--- src/rtl/button_bank_pkg.sv ---
// Shared UI timing constants and helpers for push-button conditioning.
package button_bank_pkg;

  // Default board timing at 50 MHz: 20 ms debounce, 1 s long press, 200 ms repeat.
  localparam int unsigned CLK_HZ            = 50_000_000;
  localparam int unsigned DEF_STABLE_CYCLES = 1_000_000;
  localparam int unsigned DEF_LONG_CYCLES   = 50_000_000;
  localparam int unsigned DEF_REPEAT_CYCLES = 10_000_000;

  // Per-channel registered outputs, packed together so the bank can unpack them.
  typedef struct packed {
    logic level;  // debounced state, 1 = pressed
    logic press;  // debounced 0->1 strobe
    logic rel;    // debounced 1->0 strobe
    logic lng;    // long-press strobe
    logic rpt;    // auto-repeat strobe
    logic held;   // long press reached and key still down
  } btn_evt_t;

  // Bits needed to hold values 0..v-1.
  function automatic int unsigned clog2(input longint unsigned v);
    int unsigned     r;
    longint unsigned x;
    r = 0;
    x = 1;
    while (x < v) begin
      x = x << 1;
      r++;
    end
    return r;
  endfunction

  function automatic longint unsigned max_u(input longint unsigned a,
                                            input longint unsigned b);
    return (a > b) ? a : b;
  endfunction

endpackage

--- src/rtl/button_bank_chan.sv ---
// One push-button channel: 2-FF synchroniser, stability debounce,
// press/release strobes, long-press strobe and optional auto-repeat.
module button_chan
  import button_bank_pkg::*;
#(
  parameter bit          ACTIVE_LOW    = 1'b1,
  parameter int unsigned STABLE_CYCLES = DEF_STABLE_CYCLES,
  parameter int unsigned LONG_CYCLES   = DEF_LONG_CYCLES,
  parameter int unsigned REPEAT_CYCLES = DEF_REPEAT_CYCLES
) (
  input  logic     clk_i,
  input  logic     rst_i,
  input  logic     key_i,
  output btn_evt_t evt_o
);

  localparam int unsigned CW = clog2(longint'(STABLE_CYCLES) + 1);
  localparam int unsigned HW = clog2(max_u(LONG_CYCLES, REPEAT_CYCLES) + 1);

  // sync_q[0] = s0, sync_q[1] = s1, sync_q[2] = s2
  logic [2:0]    sync_q,  sync_d;
  logic [CW-1:0] cnt_q,   cnt_d;
  logic          state_q, state_d;
  logic          press_q, press_d;
  logic          rel_q,   rel_d;
  logic [HW-1:0] hcnt_q,  hcnt_d;
  logic          long_q,  long_d;
  logic          rpt_q,   rpt_d;
  logic          held_q,  held_d;
  logic          commit;

  // Next-state: synchroniser shift, saturating stability count, commit, hold timing.
  always_comb begin
    sync_d  = {sync_q[1:0], key_i ^ ACTIVE_LOW};
    cnt_d   = cnt_q;
    state_d = state_q;
    press_d = 1'b0;
    rel_d   = 1'b0;
    hcnt_d  = hcnt_q;
    long_d  = 1'b0;
    rpt_d   = 1'b0;
    held_d  = held_q;

    if (sync_q[1] != sync_q[2]) begin
      cnt_d = '0;
    end else if (cnt_q != CW'(STABLE_CYCLES)) begin
      cnt_d = cnt_q + 1'b1;
    end

    commit = (sync_q[1] == sync_q[2]) && (cnt_q == CW'(STABLE_CYCLES - 1));
    if (commit) begin
      state_d = sync_q[2];
      press_d = sync_q[2] & ~state_q;
      rel_d   = ~sync_q[2] & state_q;
    end

    // Hold timing looks at the pre-edge debounced level, so a strobe due on the
    // same edge as a release commit still fires; counters clear a cycle later.
    if (!state_q) begin
      hcnt_d = '0;
      held_d = 1'b0;
    end else if (!held_q) begin
      if (hcnt_q == HW'(LONG_CYCLES - 1)) begin
        long_d = 1'b1;
        held_d = 1'b1;
        hcnt_d = '0;
      end else begin
        hcnt_d = hcnt_q + 1'b1;
      end
    end else if (REPEAT_CYCLES != 0) begin
      if (hcnt_q == HW'(REPEAT_CYCLES - 1)) begin
        rpt_d  = 1'b1;
        hcnt_d = '0;
      end else begin
        hcnt_d = hcnt_q + 1'b1;
      end
    end
  end

  // State registers; reset drops any strobe in flight.
  always_ff @(posedge clk_i or posedge rst_i) begin
    if (rst_i) begin
      sync_q  <= '0;
      cnt_q   <= '0;
      state_q <= 1'b0;
      press_q <= 1'b0;
      rel_q   <= 1'b0;
      hcnt_q  <= '0;
      long_q  <= 1'b0;
      rpt_q   <= 1'b0;
      held_q  <= 1'b0;
    end else begin
      sync_q  <= sync_d;
      cnt_q   <= cnt_d;
      state_q <= state_d;
      press_q <= press_d;
      rel_q   <= rel_d;
      hcnt_q  <= hcnt_d;
      long_q  <= long_d;
      rpt_q   <= rpt_d;
      held_q  <= held_d;
    end
  end

  assign evt_o.level = state_q;
  assign evt_o.press = press_q;
  assign evt_o.rel   = rel_q;
  assign evt_o.lng   = long_q;
  assign evt_o.rpt   = rpt_q;
  assign evt_o.held  = held_q;

endmodule

--- src/rtl/button_bank.sv ---
// N-channel push-button conditioner: one independent button_chan per key pin.
module button_bank
  import button_bank_pkg::*;
#(
  parameter int unsigned N_CH          = 4,
  parameter bit          ACTIVE_LOW    = 1'b1,
  parameter int unsigned STABLE_CYCLES = DEF_STABLE_CYCLES,
  parameter int unsigned LONG_CYCLES   = DEF_LONG_CYCLES,
  parameter int unsigned REPEAT_CYCLES = DEF_REPEAT_CYCLES
) (
  input  logic            clk,
  input  logic            rst,
  input  logic [N_CH-1:0] key_in,
  output logic [N_CH-1:0] key_state,
  output logic [N_CH-1:0] press_p,
  output logic [N_CH-1:0] release_p,
  output logic [N_CH-1:0] long_p,
  output logic [N_CH-1:0] repeat_p,
  output logic [N_CH-1:0] long_held
);

  btn_evt_t evt [N_CH];

  for (genvar g = 0; g < N_CH; g++) begin : g_chan
    button_chan #(
      .ACTIVE_LOW    (ACTIVE_LOW),
      .STABLE_CYCLES (STABLE_CYCLES),
      .LONG_CYCLES   (LONG_CYCLES),
      .REPEAT_CYCLES (REPEAT_CYCLES)
    ) u_chan (
      .clk_i (clk),
      .rst_i (rst),
      .key_i (key_in[g]),
      .evt_o (evt[g])
    );

    assign key_state[g] = evt[g].level;
    assign press_p[g]   = evt[g].press;
    assign release_p[g] = evt[g].rel;
    assign long_p[g]    = evt[g].lng;
    assign repeat_p[g]  = evt[g].rpt;
    assign long_held[g] = evt[g].held;
  end

endmodule

--- config.mk ---
export PLATFORM = sky130hd
export DESIGN_NAME = button_bank
export DESIGN_NICKNAME = d
export VERILOG_FILES = /design/src/rtl/button_bank_pkg.sv /design/src/rtl/button_bank_chan.sv /design/src/rtl/button_bank.sv
export SDC_FILE = /design/constraint.sdc
export NUM_CORES = 1
export LEC_CHECK = 0
export CORE_MARGIN = 2
export CORE_UTILIZATION = 50
export DETAILED_ROUTE_END_ITERATION = 10
export DONT_BUFFER_PORTS = 1
export SETUP_SLACK_MARGIN = 0.1
export SLEW_MARGIN = 10
export SYNTH_ARGS = -nofsm -noshare
export SYNTH_HDL_FRONTEND = slang
export SYNTH_SLANG_ARGS = --single-unit
export TNS_END_PERCENT = 50
--- constraint.sdc ---
create_clock -name clk -period 18.1 [get_ports clk]
set_clock_uncertainty 0.2 [all_clocks]
set_input_delay 3.62 -clock clk [delete_from_list [all_inputs] [get_ports clk]]
set_output_delay 3.62 -clock clk [all_outputs]
set_load 0.05 [all_outputs]
=== Word level (Yosys, flattened, before mapping) ===
Cells that the tools add are included.
Widths: inputs -> output; s select.

* Equal/unequal tests: 24
* Multiplexer cells: 64
* $add $sub $neg: 8
* Bitwise operators: 20
* Reduce and logical (&&, ||, !) cells: 8

{| class="wikitable"
|+ Operators by type and width
! operator !! count
|-
| $mux 26 || 16
|-
| $mux 20 || 8
|-
| $add 26x1->26 const B || 4
|-
| $eq 26x24->1 const B || 4
|-
| $eq 26x26->1 const B || 4
|-
| $add 20x1->20 const B || 4
|-
| $eq 20x20->1 const B || 4
|-
| $ne 20x20->1 const B || 4
|-
| $mux 1 || 40
|-
| $not 1->1 || 12
|-
| $and 1x1->1 || 8
|-
| $reduce_bool 2->1 || 4
|-
| $eq 1x1->1 || 4
|-
| $logic_and 1x1->1 || 4
|-
| $ne 1x1->1 || 4
|}

* Bits of input ports: 6
* Register bits: 220
* Word-level logic and storage cells: 160
* Output and inout bits: 24

=== Logic depth before layout (Yosys ltp) ===
Gate-level depths: netlist of run 1.

* Depth in word-level cells: 4
* Mapped depth: 7
* Mapped depth without buffers: 5

=== Cells and area by module ===
Synthesis of run 1 repeated with hierarchy kept, for this count alone.

* Cell total of the unflattened synthesis: 1160
* Area total of the unflattened synthesis: 11415.9 um^2

{| class="wikitable"
|+ Modules (own cells, without submodules)
! module !! seq. area each (um^2) !! times used !! area an instance (um^2) !! cells each
|-
| button_chan || 1376.3 || 4 || 2854.0 || 290
|}

=== Worst setup path after synthesis of run 1 ===
Ideal clock, no wire load.

* Path type: register to output
* Start: reg g_chan[0].u_chan.state_q
* End: out key_state[0]
* Path buffers: 1
* Data required time: 14280 ps
* Cell stages (with the launch flop): 2
* Setup slack: 13690 ps
* Data arrival time: 590 ps
* Path through: dfrtp_1 buf_4

{| class="wikitable"
|+ RTL lines
! item !! line !! text
|-
| start: declaration || button_bank_chan.sv:23 || <nowiki>logic state_q, state_d;</nowiki>
|-
| start signal: assignment || button_bank_chan.sv:95 || <nowiki>state_q <= state_d;</nowiki>
|-
| end: declaration || button_bank.sv:14 || <nowiki>output logic [N_CH-1:0] key_state,</nowiki>
|}

No word-level cell between the ends.

=== Worst setup path after layout of run 1 ===
* Start: reg g_chan[3].u_chan.state_q
* End: out key_state[3]

{| class="wikitable"
|+ RTL lines
! item !! line
|-
| start: declaration || button_bank_chan.sv:23
|-
| start signal: assignment || button_bank_chan.sv:95
|}

No word-level cell between the ends.

==> impl_summary.txt, run 1 <==
----------------------------------------------------
[Global route]
  Total congestion overflow after global routing ... 0
  Vias in the first global route ... 8223
  Overall global routing resource usage ... a little under 20%
  First-pass GRT wire length ... about 40000 um
  Initial antenna violation count ... 0
  Pin count of the biggest net entering global routing ... 77

[Timing]
  Time the worst path needs with I/O delays and setup ... 5.07 ns
  Worst-margin pin slew ... 1.04 ns
  Final Hold Vio Count ... 0
  Final max-slew violation count ... 0
  Max Freq ... about 200 MHz
  Smallest hold slack ... 0.149 ns
  Setup repair after global routing missed its margin ... false
  Worst path setup slack after routing ... roughly 13 ns
  Worst rel slew slack ... a little under a third
  Summed negative setup slack over all endpoints ... 0 ns
  Number of failing setup endpoints in the final timing report ... 0
  Share of the clock period used by the worst path after layout ... between 20% and 30%

[Drt]
  Average wire per cell in the routed design ... 15.9 um
  Met3 wire len ... approximately 750 um
  Drt drc ... 0
  Uppermost signal routing layer after detailed routing ... met4
  Drt initial violations ... around 450
  Routed vias ... about 8600
  Met1 WL ... ~11000 um
  Number of vias per cell after detailed routing ... 5.98
  Drt first pass iters ... 6
  Detailed route wirelength on metal2 ... roughly 10000 um
  Total length of routed wires ... about 23000 um
  Number of routed nets with antenna violations ... 0

[Logic synthesis]
  Dominant combinational cell family by area after synthesis ... simple AND/OR/NAND/NOR gates
  Most used DFF post-synth ... dfrtp_1
  Arithmetic-cell share of the synthesized area counting full adders, half adders and majority gates ... under 10%
  Post-Synthesis Net Count ... 1186
  Commonest cells in the netlist ... dfrtp_1 (220), nor3_1 (78), nand2_1 (75), nand3_1 (71), nor2_1 (56)
  Simple logic cell fraction of the synthesized area ... a little over a quarter
  Largest area contributor in the synthesized netlist ... dfrtp_1
  XOR/XNOR Fraction of Synth Area ... under 10%
  Post-Synthesis Cells ... between 1000 and 1500
  Sequential share of the synthesized area ... between 40 and 50%
  Number of enable-type register cells in the synthesized netlist ... 0
  Register bit total from synthesis ... 220
  Number of distinct library cell variants in the gate-level netlist after synthesis ... between 50 and 60
  Multiplexer share of the synthesized area ... less than 1%
  Yosys Warn Count ... 0
  Synthesized area divided by synthesized cell count ... between 9 and 10 um2
  Most frequent cell after synthesis ... dfrtp_1
  Summed instance area of the synthesized netlist ... about 11000 um2
  Share of async-settable or async-resettable flops after synthesis ... 100%
  Cell types occupying the most area after synthesis ... dfrtp_1 (48%), xor2_1 (3.6%), nor3_1 (3.4%)
  Fraction of synthesized cell area taken by the top area cell type ... approximately half
  Complex-gate fraction of the synthesized area ... around an eighth

[Power and ir drop]
  LEAKAGE ... about 4.7 nW
  Power Dens Cells ... approximately 90 nW/um2
  Max IR drop VDD ... roughly 0.000086 V

[Final layout]
  N_diodes ... 0
  Flip-flop and latch area ... between 5000 and 6000 um2
  Fill cell count ... 1987
  Synthesis-to-layout area growth ... 8.92%
  Count of non-filler cells in the finished layout ... around 1400
  Share of layout cells above drive strength 1 ... ~7.4%
  Count of nets after finishing ... approximately 1100
  Area used by multi-input combinational logic ... 5400 um2

[Clocking]
  Post-CTS setup-driven buffer insertion count ... 0
  Num Clock Sinks ... 220
  Total number of H-tree levels ... 1
  Quantity of gates resized following cts ... 0
  Number of buffers added to fix hold violations after cts ... 0
  Clock buffer count from CTS ... 26
  TritonCTS clock tree ... built
  CTS max path bufs ... 3
  Clock Pin Slew Worst Setup and Hold Paths ... around 0.060 ns
  Library cell used as clock root buffer ... clkbuf_16
  Clock latency reported for the late side of the worst-skew pair ... ~0.52 ns

[Floorplanning]
  Row Count ... 55
  Die Wd ... approximately 160 um
  Floorplan die height ... 155 um
  Number of top-level pins ... 30
  Core Footprint ... 22600 um2
  Initial core utilization ... between 50% and 60%
  Total Die Area ... 24100 um2

[Place]
  Count of input and output buffers ... 0
  Post-placement worst setup slack ... between 10 and 15 ns
  HPWL Detailed ... 14500 um
  GPL Wtd Cong ... between 0.7 and 0.8
  Total placed cells including tap cells ... about 1400

[Setup path]
  Startpoint type of the worst setup path ... register
  Critical path capture point type ... output pin
  Crit path kind ... register to output pin
  Worst Path Arrival ... between 1 and 1.5 ns
  Crit path required time ... around 14 ns
  Max FO, Critical Path ... 5

[Run]
  Maxcap violations ... 0

[Outcome]
  Run status ... completed

[Hold path]
  HP Class ... register to register

----------------------------------------------------
## cell usage in the layout (no fill, tap or decap), drive strengths merged, types with 6 or more instances in the layout
master	count
dfrtp	220
nor3	78
nand2	75
nand3	72
nor2	56
o21ai	55
a211oi	53
or3	51
xor2	47
or4	40
xnor2	39
nand4	37
clkbuf	35
inv	34
a21oi	33
o31ai	29
and3	28
nor4	19
and4	19
nor4b	13
o21a	12
nor3b	12
ha	12
buf	8
nor4bb	6
a31oi	6
a41o	6
bufinv	6
and2	6
## logic make-up after synthesis
logic type / after synthesis
buf+inv: 109
fa+ha+maj: 12
mux: 4
xor+xnor: 86
flops: 220
simple gates: 538
compound gates: 199
## final timing paths
check / start / end / slack (ns) / depth (start not counted)
max in group asynchronous: rst / g_chan[3].u_chan.press_q$_DFF_PP0_ / 13.56 / 2
hold reg to reg: g_chan[1].u_chan.sync_q[0]$_DFF_PP0_ / g_chan[1].u_chan.sync_q[1]$_DFF_PP0_ / 0.15 / 0
setup / recovery: g_chan[3].u_chan.state_q$_DFFE_PP0P_ / key_state[3] / 13.03 / 0
setup reg to reg: g_chan[1].u_chan.hcnt_q[14]$_DFF_PP0_ / g_chan[1].u_chan.hcnt_q[12]$_DFF_PP0_ / 15.41 / 4
min in group asynchronous: rst / g_chan[1].u_chan.hcnt_q[19]$_DFF_PP0_ / 2.82 / 1
hold / removal: g_chan[1].u_chan.sync_q[0]$_DFF_PP0_ / g_chan[1].u_chan.sync_q[1]$_DFF_PP0_ / 0.15 / 0
## cell type report
type                            count  share of cell area [%]
Clock buffer                       35                    6.23
Clock inverter                     13                    1.80
Inverter                           34                    1.08
Multi-Input combinational cell    839                    43.4
Sequential cell                   220                    44.2
Tap cell                          285                    2.86
Timing Repair Buffer                8                   0.482
## power by group
| group | total (W) | leakage [nW] | switching (W) | internal, W |
|---|---|---|---|---|
| combinational | 0.0000329 | 1.18 | 0.0000235 | 0.00000941 |
| clock | 0.000590 | 0.489 | 0.000205 | 0.000385 |
| sequential | 0.000505 | 3.04 | 0.00000711 | 0.000498 |
| total | 0.00113 | 4.71 | 0.000235 | 0.000892 |
## through the flow
| step | utilization, % | cell area, um2 | total power [W] |
|---|---|---|---|
| 5_1_grt | 55.2 | 12500 | 0.00117 |
| 6_report | 55.2 | 12500 | 0.00113 |
| 4_1_cts | 55.2 | 12500 | 0.00115 |
| 3_3_place_gp | 50.8 | 11500 | 0.000547 |
| 2_1_floorplan | - | 11400 | 0.000537 |
| 3_5_place_dp | 50.8 | 11500 | 0.000548 |
## flip-flops by register name, summed over array words and instances, names as in the netlist
register               cells
g_chan.u_chan.cnt_q       80
g_chan.u_chan.hcnt_q     104
g_chan.u_chan.held_q       4
g_chan.u_chan.long_q       4
g_chan.u_chan.press_q      4
g_chan.u_chan.rel_q        4
g_chan.u_chan.rpt_q        4
g_chan.u_chan.state_q      4
g_chan.u_chan.sync_q      12
## layer usage
layer / vias to the layer above / GRT usage, %
li1: 4256 / -
met1: 4167 / 28.5
met2: 116 / 31.3
met3: 32 / 2.81
met4: 0 / 4.63
met5: - / 0
## worst reg2reg max path, stage by stage, from the launching register on
cell and delay [ns]:
dfrtp_1 0.41, or4b_1 0.55, or4b_4 0.58, a21oi_4 0.66, nor3_1 0.13
Note: power is estimated with default switching activity, not from simulation.
==> run 2: changes to the inputs <==
PLACE_DENSITY = 0.68   (was default)
clock period = 4.5 ns   (was 18.1 ns; I/O delays follow)
==> impl_summary.txt, run 2 (same netlist as run 1, synthesis figures left out) <==
----------------------------------------------------
[Floorplanning]
  Number of top-level pins ... 30 (unchanged)
  Initial core utilization ... 50.7% (unchanged)
  Floorplan die height ... 155 um (unchanged)
  Core Footprint ... 22600 um2 (unchanged)
  Total Die Area ... 24100 um2 (unchanged)
  Die Wd ... 155 um (unchanged)
  Row Count ... 55 (unchanged)

[Global route]
  Total congestion overflow after global routing ... 0 (unchanged)
  Overall global routing resource usage ... 18.8% (-0.80 points)
  Vias in the first global route ... 8177 (-0.56%)
  Met2 Track Usage GR ... 30.9% (-0.44 points)
  Global-route met1 utilization ... 26.7% (-1.8 points)
  Initial antenna violation count ... 0 (unchanged)
  First-pass GRT wire length ... 39000 um (-2.8%)
  Global routing met3 resource utilization ... 2.59% (-0.22 points)
  Grt peak-use layer ... met2
  Pin count of the biggest net entering global routing ... 132 (+71%)

[Setup path]
  Worst Path Arrival ... 2.82 ns (+1.57 ns)
  Max FO, Critical Path ... 26 (+21)
  Critical path capture point type ... register
  Startpoint type of the worst setup path ... register
  Crit path required time ... 4.65 ns (-9.63 ns)
  Crit path kind ... register to register

[Final layout]
  Area used by multi-input combinational logic ... 5400 um2 (-0.14%)
  N_diodes ... 0 (unchanged)
  Largest register by flop count ... g_chan.u_chan.hcnt_q
  Commonest cells after routing, fill and taps aside ... dfrtp_1 (220), nor3_1 (78), nand2_1 (75), nand3_1 (71), nor2_1 (56)
  Synthesis-to-layout area growth ... 8.38%
  Count of nets after finishing ... 1148 (+0.087%)
  Share of layout cells above drive strength 1 ... 7.40% (unchanged)
  Biggest registers after layout ... g_chan.u_chan.hcnt_q: 104 flops, g_chan.u_chan.cnt_q: 80 flops, g_chan.u_chan.sync_q: 12 flops
  Number of flip-flops under the largest register name ... 104 (unchanged)
  Fill cell count ... 1983 (-0.20%)
  Count of non-filler cells in the finished layout ... 1434 (unchanged)
  Flip-flop and latch area ... 5510 um2 (unchanged)
  Commonest non-fill, non-tap cell in the layout ... dfrtp_1

[Timing]
  Worst path setup slack after routing ... 1.82 ns (-11.21 ns)
  Setup repair after global routing missed its margin ... false
  Number of failing setup endpoints in the final timing report ... 0 (unchanged)
  Final max-slew violation count ... 0 (unchanged)
  Worst rel slew slack ... 33.8% (+3.2 points)
  Max Freq ... around 370 MHz
  Share of the clock period used by the worst path after layout ... 59.5%
  Worst-margin pin slew ... 0.991 ns (-0.0483 ns)
  Time the worst path needs with I/O delays and setup ... 2.68 ns
  Final Hold Vio Count ... 0 (unchanged)
  Summed negative setup slack over all endpoints ... 0 ns (unchanged)

[Power and ir drop]
  LEAKAGE ... 4.68 nW (-0.59%)
  Max IR drop VDD ... 0.000265 V (+210%)
  Internal power ... 0.00344 W (+290%)
  Power Dens Cells ... 352 nW/um2 (+290%)
  Share of total power in sequential cells ... 46.5% (+1.7 points)
  Clock power share ... 50.4% (-1.9 points)
  Combinational Power Share ... 3.1% (+0.2 points)
  Switching Power ... 0.000922 W (+290%)
  Switching part of the total ... 21.1% (+0.23 points)

[Clocking]
  Clock buffer count from CTS ... 25 (-3.8%)
  Clock latency reported for the late side of the worst-skew pair ... 0.52 ns (about the same)
  Num Clock Sinks ... 220 (unchanged)
  Library cell used as clock root buffer ... clkbuf_16
  Post-CTS setup-driven buffer insertion count ... 0 (unchanged)
  Clock Pin Slew Worst Setup and Hold Paths ... 0.06 ns (about the same)
  Quantity of gates resized following cts ... 0 (unchanged)
  TritonCTS clock tree ... built
  Total number of H-tree levels ... 1 (unchanged)
  CTS max path bufs ... 3 (unchanged)
  Number of buffers added to fix hold violations after cts ... 0 (unchanged)

[Drt]
  Total length of routed wires ... 22200 um (-2.3%)
  Number of vias per cell after detailed routing ... 6.02 (+0.67%)
  Routed vias ... 8628 (+0.67%)
  Drt first pass iters ... 5 (-1)
  Number of routed nets with antenna violations ... 0 (unchanged)
  Drt initial violations ... 438 (-2.9%)
  Average wire per cell in the routed design ... 15.5 um (-2.3%)
  Drt drc ... 0 (unchanged)

[Run]
  Maxcap violations ... 0 (unchanged)

[Place]
  Post-placement worst setup slack ... 1.86 ns (-11.01 ns)
  HPWL Detailed ... 14400 um (-0.76%)
  GPL Wtd Cong ... 0.841 (+9.3%)
  Count of input and output buffers ... 0 (unchanged)
  Total placed cells including tap cells ... 1388 (+0.14%)

[Outcome]
  Run status ... completed

[Hold path]
  HP Class ... input port to asynchronous set/reset pin

----------------------------------------------------
## run 2: cell types whose count changed in the layout (fill, tap and decap cells not counted)
cell,change
clkinv_2,+2
inv_6,+1
bufinv_16,-1
xor2_2,-1
buf_4,+1
clkbuf_16,-2
clkinvlp_4,+1
clkbuf_1,-1
clkbuf_8,-1
xor2_1,+1
inv_8,-1
buf_12,+1
## run 2: power by group through the flow
stage | sequential [W] | combinational [W] | clock, W
global route | 0.00203 | 0.000161 | 0.00235
floorplan | 0.00206 | 0.000103 | 0
detailed placement | 0.00206 | 0.000141 | 0
global placement | 0.00206 | 0.000137 | 0
CTS | 0.00203 | 0.000141 | 0.00226
finish | 0.00203 | 0.000136 | 0.00220
## run 2: path summary, 6_finish.rpt
path | startpoint | endpoint | slack [ns] | depth (start not counted)
max | g_chan[1].u_chan.hcnt_q[14]$_DFF_PP0_ | g_chan[1].u_chan.hcnt_q[9]$_DFF_PP0_ | 1.82 | 4
min | rst | g_chan[1].u_chan.hcnt_q[25]$_DFF_PP0_ | 0.09 | 1
max reg2reg | g_chan[1].u_chan.hcnt_q[14]$_DFF_PP0_ | g_chan[1].u_chan.hcnt_q[9]$_DFF_PP0_ | 1.82 | 4
min reg2reg | g_chan[2].u_chan.sync_q[0]$_DFF_PP0_ | g_chan[2].u_chan.sync_q[1]$_DFF_PP0_ | 0.15 | 0
max in group asynchronous | rst | g_chan[2].u_chan.cnt_q[2]$_DFFE_PP0P_ | 2.94 | 2
min in group clk | g_chan[2].u_chan.sync_q[0]$_DFF_PP0_ | g_chan[2].u_chan.sync_q[1]$_DFF_PP0_ | 0.15 | 0
## run 2: critical path: stages (launching register included)
cell and delay [ns]:
dfrtp_1 0.42, or4b_1 0.54, or4b_4 0.57, a21oi_4 0.64, nor3_1 0.13
## run 2: area by class of cell
class / instances / area share, %
Timing Repair Buffer: 10 / 0.706
Multi-Input combinational cell: 839 / 43.5
Clock inverter: 15 / 1.72
Inverter: 34 / 1.06
Sequential cell: 220 / 44.4
Tap cell: 285 / 2.88
Clock buffer: 31 / 5.71
## run 2: per-stage QoR
stage               power, W  hold slack, ns  utilization, %  area [um2]
floorplan            0.00216           0.131               -       11400
global placement     0.00220           0.134            50.8       11500
detailed placement   0.00221           0.136            50.8       11500
CTS                  0.00443          0.0828            54.9       12400
global route         0.00454           0.104            54.9       12400
finish               0.00437          0.0897            54.9       12400
## run 2: routing by layer
metal	share of wire [%]	vias to the layer above
met1	49	4242
li1	-	4264
met2	47	94
met5	0	-
met3	2.7	28
met4	1.5	0
